<file path="config.mk">
export PLATFORM = sky130hd
export DESIGN_NAME = spram_arbiter
export DESIGN_NICKNAME = d
export VERILOG_FILES = /design/src/rtl/spram_arbiter_pkg.sv /design/src/rtl/spram_be_expand.sv /design/src/rtl/spram_arbiter.sv
export SDC_FILE = /design/constraint.sdc
export NUM_CORES = 1
export LEC_CHECK = 0
export BUFFER_PORTS_ARGS = -buffer_cell sky130_fd_sc_hd__buf_2
export CELL_PAD_IN_SITES_DETAIL_PLACEMENT = 2
export CELL_PAD_IN_SITES_GLOBAL_PLACEMENT = 2
export CORE_UTILIZATION = 15
export DETAILED_ROUTE_END_ITERATION = 10
export PLACE_DENSITY_LB_ADDON = 0.1
export REMOVE_ABC_BUFFERS = 1
export SLEW_MARGIN = 20
export SYNTH_ARGS = -nofsm -noshare
export SYNTH_HDL_FRONTEND = slang
export SYNTH_SLANG_ARGS = --single-unit
</file>
<file path="constraint.sdc">
create_clock -name clk -period 2.4 [get_ports clk]
set_input_delay 0.6 -clock clk [delete_from_list [all_inputs] [get_ports clk]]
set_output_delay 0.6 -clock clk [all_outputs]
set_load 0.005 [all_outputs]
</file>
<file path="src/rtl/spram_arbiter_pkg.sv">
// Shared types and helpers for the SPRAM arbiter: grant owner encoding and
// byte-enable to nibble-mask expansion.
package spram_arbiter_pkg;

  typedef enum logic [1:0] {
    GNT_NONE  = 2'd0,
    GNT_FETCH = 2'd1,
    GNT_DATA  = 2'd2,
    GNT_LOAD  = 2'd3
  } gnt_e;

  localparam logic [7:0] MASK_ALL = 8'hFF;

  // The SPRAM write mask works on nibbles, so each byte lane owns two bits.
  function automatic logic [7:0] nibble_mask(input logic [3:0] be);
    nibble_mask = '0;
    for (int i = 0; i < 4; i++) nibble_mask[2*i +: 2] = {2{be[i]}};
  endfunction

endpackage

</file>
<file path="src/rtl/spram_be_expand.sv">
// Combinational byte-enable to SPRAM nibble write-mask expansion.
import spram_arbiter_pkg::*;

module spram_be_expand (
  input  logic [3:0] be_i,
  output logic [7:0] mask_o
);

  assign mask_o = nibble_mask(be_i);

endmodule

</file>
<file path="src/rtl/spram_arbiter.sv">
// Three-way arbiter (loader write, core data, core fetch) in front of one
// single-ported 32-bit SPRAM bank; one access per cycle, 1-cycle read latency.
import spram_arbiter_pkg::*;

module spram_arbiter #(
  parameter int ADDR_WIDTH = 14,
  parameter bit FAIR       = 1'b1
) (
  input  logic                  clk,
  input  logic                  reset,
  input  logic                  im_req,
  input  logic [31:0]           im_addr,
  output logic [31:0]           im_rdata,
  output logic                  im_valid,
  input  logic                  dm_req,
  input  logic                  dm_we,
  input  logic [31:0]           dm_addr,
  input  logic [31:0]           dm_wdata,
  input  logic [3:0]            dm_be,
  output logic [31:0]           dm_rdata,
  output logic                  dm_valid,
  input  logic                  ld_req,
  input  logic [ADDR_WIDTH-1:0] ld_addr,
  input  logic [31:0]           ld_wdata,
  output logic                  ld_ack,
  output logic                  core_stall,
  output logic                  addr_err,
  output logic                  mem_cs,
  output logic                  mem_we,
  output logic [ADDR_WIDTH-1:0] mem_addr,
  output logic [31:0]           mem_wdata,
  output logic [7:0]            mem_maskwe,
  input  logic [31:0]           mem_rdata
);

  gnt_e                  gnt;
  gnt_e                  owner_q, owner_d;
  logic                  fair_q, fair_d;
  logic                  err_q, err_d;
  logic                  store_q, store_d;
  logic [31:0]           dm_hold_q, dm_hold_d;
  logic                  im_err, dm_err, dm_store;
  logic [ADDR_WIDTH-1:0] im_word, dm_word;
  logic [7:0]            dm_mask;

  // Any set bit above the bank's byte-address range is an access error.
  assign im_err   = |im_addr[31:ADDR_WIDTH+2];
  assign dm_err   = |dm_addr[31:ADDR_WIDTH+2];
  assign im_word  = im_addr[ADDR_WIDTH+1:2];
  assign dm_word  = dm_addr[ADDR_WIDTH+1:2];
  assign dm_store = dm_we && (dm_be != 4'd0);

  spram_be_expand u_be_expand (
    .be_i   (dm_be),
    .mask_o (dm_mask)
  );

  always_comb begin
    gnt = GNT_NONE;
    if (ld_req)
      gnt = GNT_LOAD;
    else if (dm_req && im_req)
      gnt = (FAIR && fair_q) ? GNT_FETCH : GNT_DATA;
    else if (dm_req)
      gnt = GNT_DATA;
    else if (im_req)
      gnt = GNT_FETCH;
  end

  assign core_stall = (im_req && (gnt != GNT_FETCH)) ||
                      (dm_req && (gnt != GNT_DATA));

  // Issue stage: an out-of-range core request still wins its slot but never
  // reaches the SPRAM; the error is reported with the completion pulse.
  always_comb begin
    mem_cs     = 1'b0;
    mem_we     = 1'b0;
    mem_addr   = '0;
    mem_wdata  = '0;
    mem_maskwe = '0;
    err_d      = 1'b0;
    store_d    = 1'b0;
    owner_d    = gnt;
    fair_d     = (gnt == GNT_DATA);
    unique case (gnt)
      GNT_LOAD: begin
        mem_cs     = 1'b1;
        mem_we     = 1'b1;
        mem_addr   = ld_addr;
        mem_wdata  = ld_wdata;
        mem_maskwe = MASK_ALL;
      end
      GNT_DATA: begin
        err_d   = dm_err;
        store_d = dm_store;
        if (!dm_err) begin
          mem_cs   = 1'b1;
          mem_addr = dm_word;
          if (dm_store) begin
            mem_we     = 1'b1;
            mem_wdata  = dm_wdata;
            mem_maskwe = dm_mask;
          end
        end
      end
      GNT_FETCH: begin
        err_d = im_err;
        if (!im_err) begin
          mem_cs   = 1'b1;
          mem_addr = im_word;
        end
      end
      default: ;
    endcase
  end

  // Completion stage, driven by what was issued last cycle.
  always_comb begin
    im_valid  = (owner_q == GNT_FETCH);
    dm_valid  = (owner_q == GNT_DATA);
    ld_ack    = (owner_q == GNT_LOAD);
    addr_err  = err_q;
    im_rdata  = (im_valid && !err_q) ? mem_rdata : '0;
    dm_rdata  = dm_hold_q;
    if (dm_valid) begin
      if (err_q)
        dm_rdata = '0;
      else if (!store_q)
        dm_rdata = mem_rdata;
    end
    dm_hold_d = dm_rdata;
  end

  always_ff @(posedge clk) begin
    if (reset) begin
      owner_q   <= GNT_NONE;
      fair_q    <= 1'b0;
      err_q     <= 1'b0;
      store_q   <= 1'b0;
      dm_hold_q <= '0;
    end else begin
      owner_q   <= owner_d;
      fair_q    <= fair_d;
      err_q     <= err_d;
      store_q   <= store_d;
      dm_hold_q <= dm_hold_d;
    end
  end

endmodule

</file>
==> results of run 1 <==
-- flip-flops by register name, summed over array words and instances, names as in the netlist --
register	flops
addr_err	1
dm_hold_q	32
store_q	1
owner_q	2
fair_q	1
-- what timing repair did --
item / CTS / global route
buffers inserted: 1 / 2
hold endpoints to repair: 0 / 0
pin swaps: 8 / 3
setup endpoints to repair: 60 / 68
cloned: 2 / 3
resized for setup: 16 / 11
-- layout by cell type (no fill, tap or decap) --
cell,instances
nor2b_2,1
and2_1,48
o41ai_2,1
nand2_1,3
mux2i_2,6
a31o_1,2
buf_6,12
nor4_1,5
nor2b_1,2
a21oi_1,2
nor3_4,1
buf_4,14
or2_1,2
or3_1,1
clkinv_2,2
nand4_4,1
mux2i_4,1
nor2_4,1
clkbuf_16,7
buf_12,7
nor2_1,66
buf_16,2
dfxtp_1,36
nand2b_1,1
clkbuf_1,1
nand4_1,2
nor3_1,2
a22o_1,33
nor2b_4,2
nor4_4,2
buf_2,293
a31o_4,2
mux2i_1,25
a221o_1,14
nor3_2,1
dfxtp_2,1
diode_2,2
nor4_2,2
maj3_1,1
nand2_2,1
-- cell families after synthesis --
logic type	Yosys count	synth area share (%)
flip-flops	37	29.2
AND/OR/NAND/NOR	144	31.6
AO/OA/AOI/OAI	54	19.3
multiplexers	32	12.6
buffers and inverters	30	6.90
adder cells (fa/ha/maj)	1	0.394
-- power groups by stage --
| stage | Sequential, mW | Clock [mW] | Combinational [mW] |
|---|---|---|---|
| global placement | 0.672 | 0 | 0.586 |
| CTS | 0.661 | 0.666 | 0.615 |
| finish | 0.662 | 0.629 | 0.636 |
| global route | 0.666 | 0.692 | 0.696 |
| detailed placement | 0.674 | 0 | 0.599 |
| floorplan | 0.669 | 0 | 0.225 |
-- worst paths after layout --
check / start / to / slack [ns] / cells after the start
worst min-delay path: dm_hold_q[28] / dm_hold_q[28] / 0.50 / 2
worst max-delay path: dm_addr[31] / mem_wdata[25] / -0.25 / 8
worst min register to register: dm_hold_q[28] / dm_hold_q[28] / 0.50 / 2
worst max register to register: owner_q[1] / dm_hold_q[1] / 0.93 / 6
-- metrics by stage --
step                      hold WS (ns)  utilization, %  setup TNS [ns]  instance area [um^2]  setup slack, ns
after floorplan                  0.472               -          -71.11                  2360            -1.28
after global placement           0.482            26.4          -14.92                  4370           -0.325
after detailed placement         0.496            26.4          -15.41                  4370           -0.330
after CTS                        0.510            28.2          -15.26                  4660           -0.304
after global routing             0.538            29.1          -17.41                  4800           -0.354
final                            0.502            29.1          -12.28                  4810           -0.254
-- critical path, cell delays in order --
cell and delay [ns]:
buf_6 0.09, nor4_4 0.36, buf_4 0.20, nand4_4 0.13, nor3_4 0.17, buf_12 0.21, a22o_1 0.16, buf_2 0.11
-- final cells by class --
type                       count  area [um^2]  share of cell area (%)
antenna                        2         5.00                   0.104
clock buffer                   6          129                    2.68
clock inverter                 2         10.0                   0.208
multi-input combinational    231         1690                    35.2
sequential                    37          742                    15.4
tap                          220          275                    5.73
timing repair buffer         330         1950                    40.6
-- layer usage --
metal	share of wire, %	wire length (um)
met2	55	7650
met4	1.6	223
met5	0.34	48
met1	33	4670
met3	9.9	1390
==> results.txt, run 1 <==
* Outcome: finished, violations left
- The checks that failed: negative setup slack.
* EDFF count, synth: 0
- The count of cells in the finished layout, fillers not included, comes to 828.
* Slew Viols, Final: 0
* Clock sink count: 37
* Wire length of the first global-routing pass: 20500 um
* Synthesis Warnings: 0
* Detailed-route DRC error count: 0
- Global-route total usage across every layer: 15.3%
* Crit path kind: in -> out
- After detailed routing, the average wire length per cell comes to 16.9 um.
- Cells after synthesis: 298
- Using the TritonRoute via totals, the vias-per-cell ratio works out to 4.17.
* Post-placement cell count: around 800
- Clk_skew: 0.00306 ns
- Summed over all layers, the global routing overflow is 0.
- In the post-synthesis netlist, the cell with the most instances is nor2_1.
* Data arrival time of the worst path: 2.05 ns
- Primary FF master, synth: dfxtp_1
- Of the cells placed in the final design, the portion with a size suffix greater than 1 is about three fifths.
* Worst rel slew slack: 76.1%
- Number of buffers added by the clock tree synthesis step: 5
- Sequential cells account for 34.4% of the total power.
- Die footprint: approximately 0.017 mm^2
- The region available for standard cell placement spans approximately 0.017 mm^2.
- Combinational logic is responsible for 33.0% of the overall power.
- Of all cell types, the one taking the most synthesized area is dfxtp_1.
- Port bufs: 304
- Minimum setup slack in the final design: -0.254 ns
- Clock network power share: between 30% and 40%
* Final Hold Viols: 0
- Fill cells in the final layout number 1964.
* Design Power: 1.93 mW
- Placer's final routability congestion estimate: 0.742
* Worst-skew pair later-pin latency: 0.28 ns
- Met3 track demand over resource: 6.46%
- Slew at the pin closest to its max-slew limit: about 0.36 ns
- Cell Int Power: 1.38 mW
- The netlist uses 29 different library cells.
- The die is roughly 130 um wide.
* Maximum buffer depth of the clock tree: 2
- Setup repair after global routing could not meet its margin everywhere.
- After the first detailed-routing iteration, the DRC count stood at 52.
- FF+latch count, synth: 37
- After synthesis, the mean cell area works out to ~8.5 um^2.
* Largest net degree at the start of global routing: 34
- STA classifies the critical path endpoint as an output pin.
- Pwr per Cell Area: around 400 mW/mm^2
* H-tree levels: 2
* Root cell of the clock tree: clkbuf_16
* Fraction of post-synthesis cell area in the top cell type by area: between 20% and 30%
- TritonCTS built the clock tree.
- The pre-antenna-repair detailed-routing pass consisted of 4 iterations.
* Class of the tightest hold or removal check: reg -> reg
- Area of the mapped netlist: 0.00254 mm^2
* Routing usage on met1: about 14%
- Of all flip-flops after synthesis, the portion carrying an async set or reset was 0%.
- Dividing the final minimum period by the clock period gives 111%.
- Across the run, the number of max-cap violations was 0.
- Type of element launching the critical path: input pin
* CP max FO: 33
- The detailed router placed 3456 vias in this run.
- The analysis attributes to net switching a power of 0.546 mW.
- Leak pwr: 2.54 nW
- Detailed placement ended at an HPWL of about 12000 um.
- Achievable frequency: 0.377 GHz
* Clock period minus worst slack: about 2.7 ns
- Share of synthesized area occupied by flip-flops and latches: 29.2%
- The layer flagged by global routing as most heavily used is met2.
- The count of nets left with antenna violations once routing finished came out at 0.
- Summed over all layers, the routed wires come to ~14000 um.
- Initial antenna violation count: 4
* Most used standard cells in the synthesized netlist: nor2_1, and2_1, dfxtp_1
- Worst path required time: 1.80 ns
- Chip height: 132 um
* Ports placed on the boundary: 309
- The number of global-route vias before repair came to 3680.
- After clock tree synthesis, the clock-pin slew on the worst setup and hold paths is 0.05 ns.
* Global Route met2 Usage: between 20% and 30%
- For this run, the post-layout net count is about 800.
- Initial Utilization: around 15%
- Post-CTS Hold Fix Bufs: 0
- Worst ir drop on vdd: 0.000207 V
- Switching fraction of total power: 28.4%
- # setup viols final: 56
* Area delta synth->final: 89.3%
* Std-Cell Rows: 47
- Leading post-synthesis cells by cell area: dfxtp_1, mux2i_1, and2_1, a22o_1, nor2_1
Note: power is estimated with default switching activity, not from simulation.
==> run 2, diff against run 1 <==
--- a/config.mk
+++ b/config.mk
@@ -8,6 +8,7 @@
 export BUFFER_PORTS_ARGS = -buffer_cell sky130_fd_sc_hd__buf_2
 export CELL_PAD_IN_SITES_DETAIL_PLACEMENT = 2
 export CELL_PAD_IN_SITES_GLOBAL_PLACEMENT = 2
+export CORE_MARGIN = 10
 export CORE_UTILIZATION = 15
 export DETAILED_ROUTE_END_ITERATION = 10
 export PLACE_DENSITY_LB_ADDON = 0.1
==> results.txt, run 2 (synthesis gave the netlist of run 1 again) <==
* Outcome: finished, violations left
- Failing checks: negative setup slack
- Using the TritonRoute via totals, the vias-per-cell ratio works out to 4.26.
* Ports placed on the boundary: approximately 310
* Leading cell type in the layout, fill and taps excluded: buf_2
- In this run the number of H-tree levels came out at 2.
- Crit path kind: in -> out
- Min-Delay Endpoint: dm_hold_q[21]
* # setup viols final: 56
- Post-detailed-placement cell area: 0.00436 mm^2
* Clock transition at the register clock pins on the worst setup and hold paths after CTS: around 0.060 ns
* Detailed-route via count: 3591
- The number of clock buffers added by TritonCTS is 5.
- Count of nets left with antenna violations after detail routing: 0
- Chip height: 150 um
- Counting every sink on the clock net gives 37.
- The smallest clock period supported by the final layout is computed as 2.62 ns.
* Worst Min Path Start: dm_hold_q[21]
- Maximum buffer depth of the clock tree: 2
- For the pin with the worst max-slew slack, the measured transition is 0.357 ns.
* Data arrival time of the worst path: approximately 2.0 ns
- Largest net degree at the start of global routing: 34
- Final setup TNS: -9.43 ns
- Design Power: ~2.2 mW
* Register containing the most flip-flops in the final layout: dm_hold_q
- Wire length of the first global-routing pass: 24700 um
- Residual overflow from global routing: 0
* Achievable frequency: ~0.38 GHz
- Slew Viols, Final: 0
* Clk_skew: 0.00409 ns
- Worst Setup End Kind: output pin
- Number of cells on the worst reg-to-reg path: 6
- The largest registers in the layout are dm_hold_q (32), owner_q (2).
* Detailed-route DRC error count: 0
* Instance count along the most critical hold path: 2
- Once detailed placement completed, the half-perimeter wirelength came to 14400 um.
* Type of element launching the critical path: input pin
- Leading cell types in the layout, fill and taps excluded: buf_2, nor2_1, and2_1
- Setup repair after global routing could not meet its margin everywhere.
* Chain of cells forming the critical path: buf_6 -> nor4_4 -> buf_4 -> nand2_4 -> nor3_4 -> buf_4 -> clkbuf_16 -> a22o_1 -> buf_2
- CP max FO: 8
- Compared with the post-synthesis result, the final layout area differs by 102%.
* Worst rel slew slack: 76.0%
* Post-placement worst setup slack: -0.369 ns
- Critical Path Most Common Cell: buf_4
* Placer's final routability congestion estimate: 0.809
- The core region is 0.0166 mm^2.
- Measured along the x axis, the die boundary spans 150 um.
- Global routing consumed, over all layers together, 14.2% of the routing resources.
- Final net count: 801
- Final worst path period share: 109%
- Worst R2R Setup Slack: 0.81 ns
* Pwr per Cell Area: 430 mW/mm^2
- Max-cap violations in this run came to 0.
- In this run the static leakage power is 2.68 nW.
- The worst register-to-register path begins at owner_q[1].
- Total wire length after detailed routing: roughly 18000 um
- In this run the critical register-to-register path is captured at dm_hold_q[1].
- At the later pin of the worst-skew pair, clock insertion delay measures 0.28 ns.
- Number of global-route vias before repair: 4074
* Number of DRC violations after detailed-routing iteration 0: 60
- Std-Cell Rows: 47
- The count of buffers added on input and output ports is between 300 and 400.
* Worst path slowest cell: nor4_4
* Final Hold Viols: 0
- Initial Utilization: 15.3%
- The floorplan step defined a die boundary enclosing 0.0225 mm^2.
- Before antenna repair, the detailed router went through 4 iterations.
- TritonCTS built the clock tree.
- In this run, post-CTS hold repair placed 0 buffers.
* Worst ir drop on vdd: about 0.00027 V
* Initial antenna violation count: 9
- In this run the worst hold path is classified as reg -> reg.
- Number of flip-flops in the largest register: 32
* Worst Hold Slack: 0.502 ns
* Delay contributed by the slowest stage of the critical path: 0.32 ns
- Share of post-route cells with drive strength above 1: 62.0%
- Final instance area: 0.00513 mm^2
- In the final routed layout, each cell accounts on average for 20.9 um.
- Root cell of the clock tree: clkbuf_16
- Minimum setup slack in the final design: -0.217 ns
* Worst path required time: 1.80 ns
run 2: report_power, final:
part,switching [mW],internal [mW]
registers,0.0143,0.649
clock network,0.260,0.593
logic,0.313,0.374
total,0.588,1.62
run 2: repair_timing:
item                       in CTS  in global routing
gates resized for setup        29                 37
gates cloned                    3                  6
hold endpoints to repair        0                  0
setup endpoints to repair      88                 88
setup buffers                   6                  6
pin swaps                      18                 12
run 2: layer usage:
| metal | wire length, um | track usage [%] |
|---|---|---|
| met5 | 57 | 0 |
| met4 | 210 | 2.38 |
| met3 | 2090 | 8.01 |
| met2 | 9520 | 26.7 |
| met1 | 5690 | 13.3 |
run 2: metrics by stage:
step / utilization [%] / std cells
finish: 30.9 / 842
floorplan: - / 268
global placement: 26.3 / 812
global route: 30.9 / 839
CTS: 29.2 / 829
detailed placement: 26.3 / 812
run 2: worst max-delay path by stage:
stage	from	endpoint	slack (ns)	cells after the start
after floorplan	owner_q[1]	dm_rdata[0]	-1.28	4
after global placement	dm_addr[25]	mem_wdata[4]	-0.35	8
after detailed placement	dm_addr[25]	mem_wdata[20]	-0.37	8
after CTS	dm_addr[20]	mem_addr[6]	-0.24	9
after global routing	dm_addr[25]	mem_wdata[4]	-0.34	9
final	dm_addr[25]	mem_wdata[18]	-0.22	9
run 2: cell type report:
cell class / instances / area, um^2
Timing Repair Buffer: 342 / 2090
Multi-Input combinational cell: 231 / 1820
Tap cell: 220 / 275
Sequential cell: 37 / 742
Clock buffer: 5 / 125
Clock inverter: 3 / 65.1
Fill cell: 1972 / 11500
Antenna cell: 4 / 10.0
run 2: worst max-delay path: cells and delay by family:
family	cells	cell delay, ns
buffers and inverters	5	0.71
AND/OR/NAND/NOR	3	0.56
AO/OA/AOI/OAI	1	0.13
==> run 3, diff against run 2 <==
--- a/config.mk
+++ b/config.mk
@@ -12,6 +12,7 @@
 export CORE_UTILIZATION = 15
 export DETAILED_ROUTE_END_ITERATION = 10
 export PLACE_DENSITY_LB_ADDON = 0.1
+export RECOVER_POWER = 50
 export REMOVE_ABC_BUFFERS = 1
 export SLEW_MARGIN = 20
 export SYNTH_ARGS = -nofsm -noshare
==> results.txt, run 3 (synthesis gave the netlist of run 1 again) <==
- Counting the buffers created by CTS gives 5.
* Slew Viols, Final: 0
- Port bufs: 304
- The placed instances occupy a cell area of 0.00436 mm^2.
* Leak pwr: roughly 2.6 nW
- For this design the total switching power over the nets is a little under 0.6 mW.
- Vias per Instance: around 4.3
- On the final layout, the worst hold slack is 0.502 ns.
* Chip Width: 150 um
* # Max-Cap Violations: 0
- Worst ir drop on vdd: around 0.00027 V
* Worst Min Path Start: dm_hold_q[21]
- Outcome: finished, violations left
* Clock transition at the register clock pins on the worst setup and hold paths after CTS: about 0.060 ns
- Die footprint: 0.0225 mm^2
- Failing checks: negative setup slack
- Worst path required time: roughly 1.8 ns
- Placer's final routability congestion estimate: 0.809
* Area of the multi-input gates: 0.00180 mm^2
* Min-Delay Endpoint: dm_hold_q[21]
- Final routed wire length divided by cell count: 21.0 um
- Leading cell type in the layout, fill and taps excluded: buf_2
- Switching fraction of total power: 26.7%
* Register containing the most flip-flops in the final layout: dm_hold_q
- Row generation in the floorplan step produced 47 rows.
* Startpoint of the lowest-slack register-to-register path: owner_q[1]
* Achievable frequency: between 0.3 and 0.4 GHz
- Reg2Reg Capture Point: dm_hold_q[1]
- Worst Setup End Kind: output pin
* Instance count along the most critical hold path: 2
- For this run, the total global-route usage over all layers was measured as between 10% and 20%.
- The H-tree was split into 2 levels.
* Cell Int Power: 1.61 mW
- Post-placement cell count: 812
- The worst setup path is launched from an input pin.
* Clock period minus worst slack: 2.62 ns
- Of the total power, registers draw 30.2%.
- Setup violations remaining at the end of the flow were counted as 86.
- The filler cells instantiated in the layout total 1977.
- Of the total power, the clock network draws 38.9%.
- Final instance area: 0.00509 mm^2
- For flop-to-flop paths, the worst setup slack is between 0.3 and 0.4 ns.
- Minimum setup slack in the final design: -0.217 ns
- Final Instance Count excl. Fillers: 842
* Share of post-route cells with drive strength above 1: 59.7%
- Start point of the critical path: dm_addr[25]
- Hold repair after CTS inserted 0 buffers.
- Clock sink count: 37
* Final setup TNS: -10.11 ns
* CP max FO: 8
* Data arrival time of the worst path: 2.02 ns
* Number of global-route vias before repair: between 4000 and 5000
* Slew at the pin closest to its max-slew limit: roughly 0.61 ns
* Largest registers ranked by flip-flop count: dm_hold_q (32), owner_q (2)
- Wire length of the first global-routing pass: 24700 um
* Pwr per Cell Area: 432 mW/mm^2
- Part of the total power dissipated in combinational logic: a little under a third
- Leading cell types in the layout, fill and taps excluded: buf_2, nor2_1, and2_1
- Initial Utilization: 15.3%
- The tightest min-delay check is of the reg -> reg type.
- The count of final hold-check violations is 0.
- In this run, the number of DRC markers left after iteration 0 of detailed routing was approximately 70.
* Total wire length after detailed routing: about 18000 um
- Worst-skew pair later-pin latency: 0.28 ns
* Residual overflow from global routing: 0
- Measured in cells, the most critical reg-to-reg path has a length of 6.
- TritonCTS built the clock tree.
- Ports placed on the boundary: slightly above 300
- The register with the most flip-flops in the layout has 32 of them.
- The worst pin sits at a relative slew slack of between 50% and 60%.
* Largest net degree at the start of global routing: 34
- The area growth from synthesis to layout is 100%.
* Maximum buffer depth of the clock tree: 2
- Final worst path period share: 109%
* Final net count: between 800 and 900
- In this run the standard cell core region covers 0.0166 mm^2.
* HPWL after detailed placement: 14400 um
- The final route contains 3590 vias.
* Chip height: 150 um
* Initial antenna violation count: 9
* Count of nets left with antenna violations after detail routing: 0
* RSZ-0062 raised after global routing: yes
- For the final database, setup skew stands at 0.00410 ns.
- Detailed-route DRC error count: 0
* Flip-flop and latch area: 742 um^2
- CTS placed an instance of clkbuf_16 at the clock tree root.
- Post-layout utilization of the core: 30.7%
- For this run, the detailed router's first-pass iteration total came to 6.
- Crit path kind: in -> out
==> run 3: how the worst max path moves through the flow <==
stage                          endpoint  depth (start not counted)
final                     mem_wdata[18]                          9
after global placement     mem_wdata[4]                          8
after global routing       mem_wdata[4]                          9
after CTS                   mem_addr[6]                          9
after floorplan             dm_rdata[0]                          4
after detailed placement  mem_wdata[20]                          8
==> run 3: timing repair <==
| action | 4_1_cts | 5_1_grt |
|---|---|---|
| setup endpoints to repair | 88 | 88 |
| pin swaps | 18 | 12 |
| buffers inserted | 6 | 6 |
| cloned | 3 | 6 |
| gates resized for setup | 29 | 37 |
==> run 3: per-layer routing <==
metal  wire (um)  track usage [%]
met1        5710             13.3
met2        9570             26.7
met3        2110             8.01
met4         210             2.38
met5          57                0
==> run 3: critical path, stage by stage <==
cell and delay (ns):
buf_6 0.09, nor4_4 0.32, buf_4 0.19, nand2_4 0.06
nor3_4 0.18, buf_4 0.15, clkbuf_16 0.15, a22o_1 0.13
buf_2 0.13
==> run 3: through the flow <==
stage	power, mW	worst slack (ns)
floorplan	0.894	-1.28
global placement	1.28	-0.348
detailed placement	1.29	-0.369
CTS	2.20	-0.240
global route	2.34	-0.344
finish	2.20	-0.217
==> run 3: area by class of cell <==
| type | instances | share of cell area (%) |
|---|---|---|
| Timing Repair Buffer | 342 | 40.8 |
| Multi-Input combinational cell | 231 | 35.3 |
| Sequential cell | 37 | 14.6 |
| Tap cell | 220 | 5.41 |
| Clock buffer | 5 | 2.46 |
| Clock inverter | 3 | 1.28 |
| Antenna cell | 4 | 0.197 |
==> run 3: power by group through the flow <==
stage / combinational [mW] / sequential (mW) / clock (mW)
CTS: 0.645 / 0.660 / 0.891
detailed placement: 0.617 / 0.673 / 0
global placement: 0.603 / 0.672 / 0
global route: 0.754 / 0.666 / 0.917
finish: 0.680 / 0.662 / 0.854
floorplan: 0.225 / 0.669 / 0
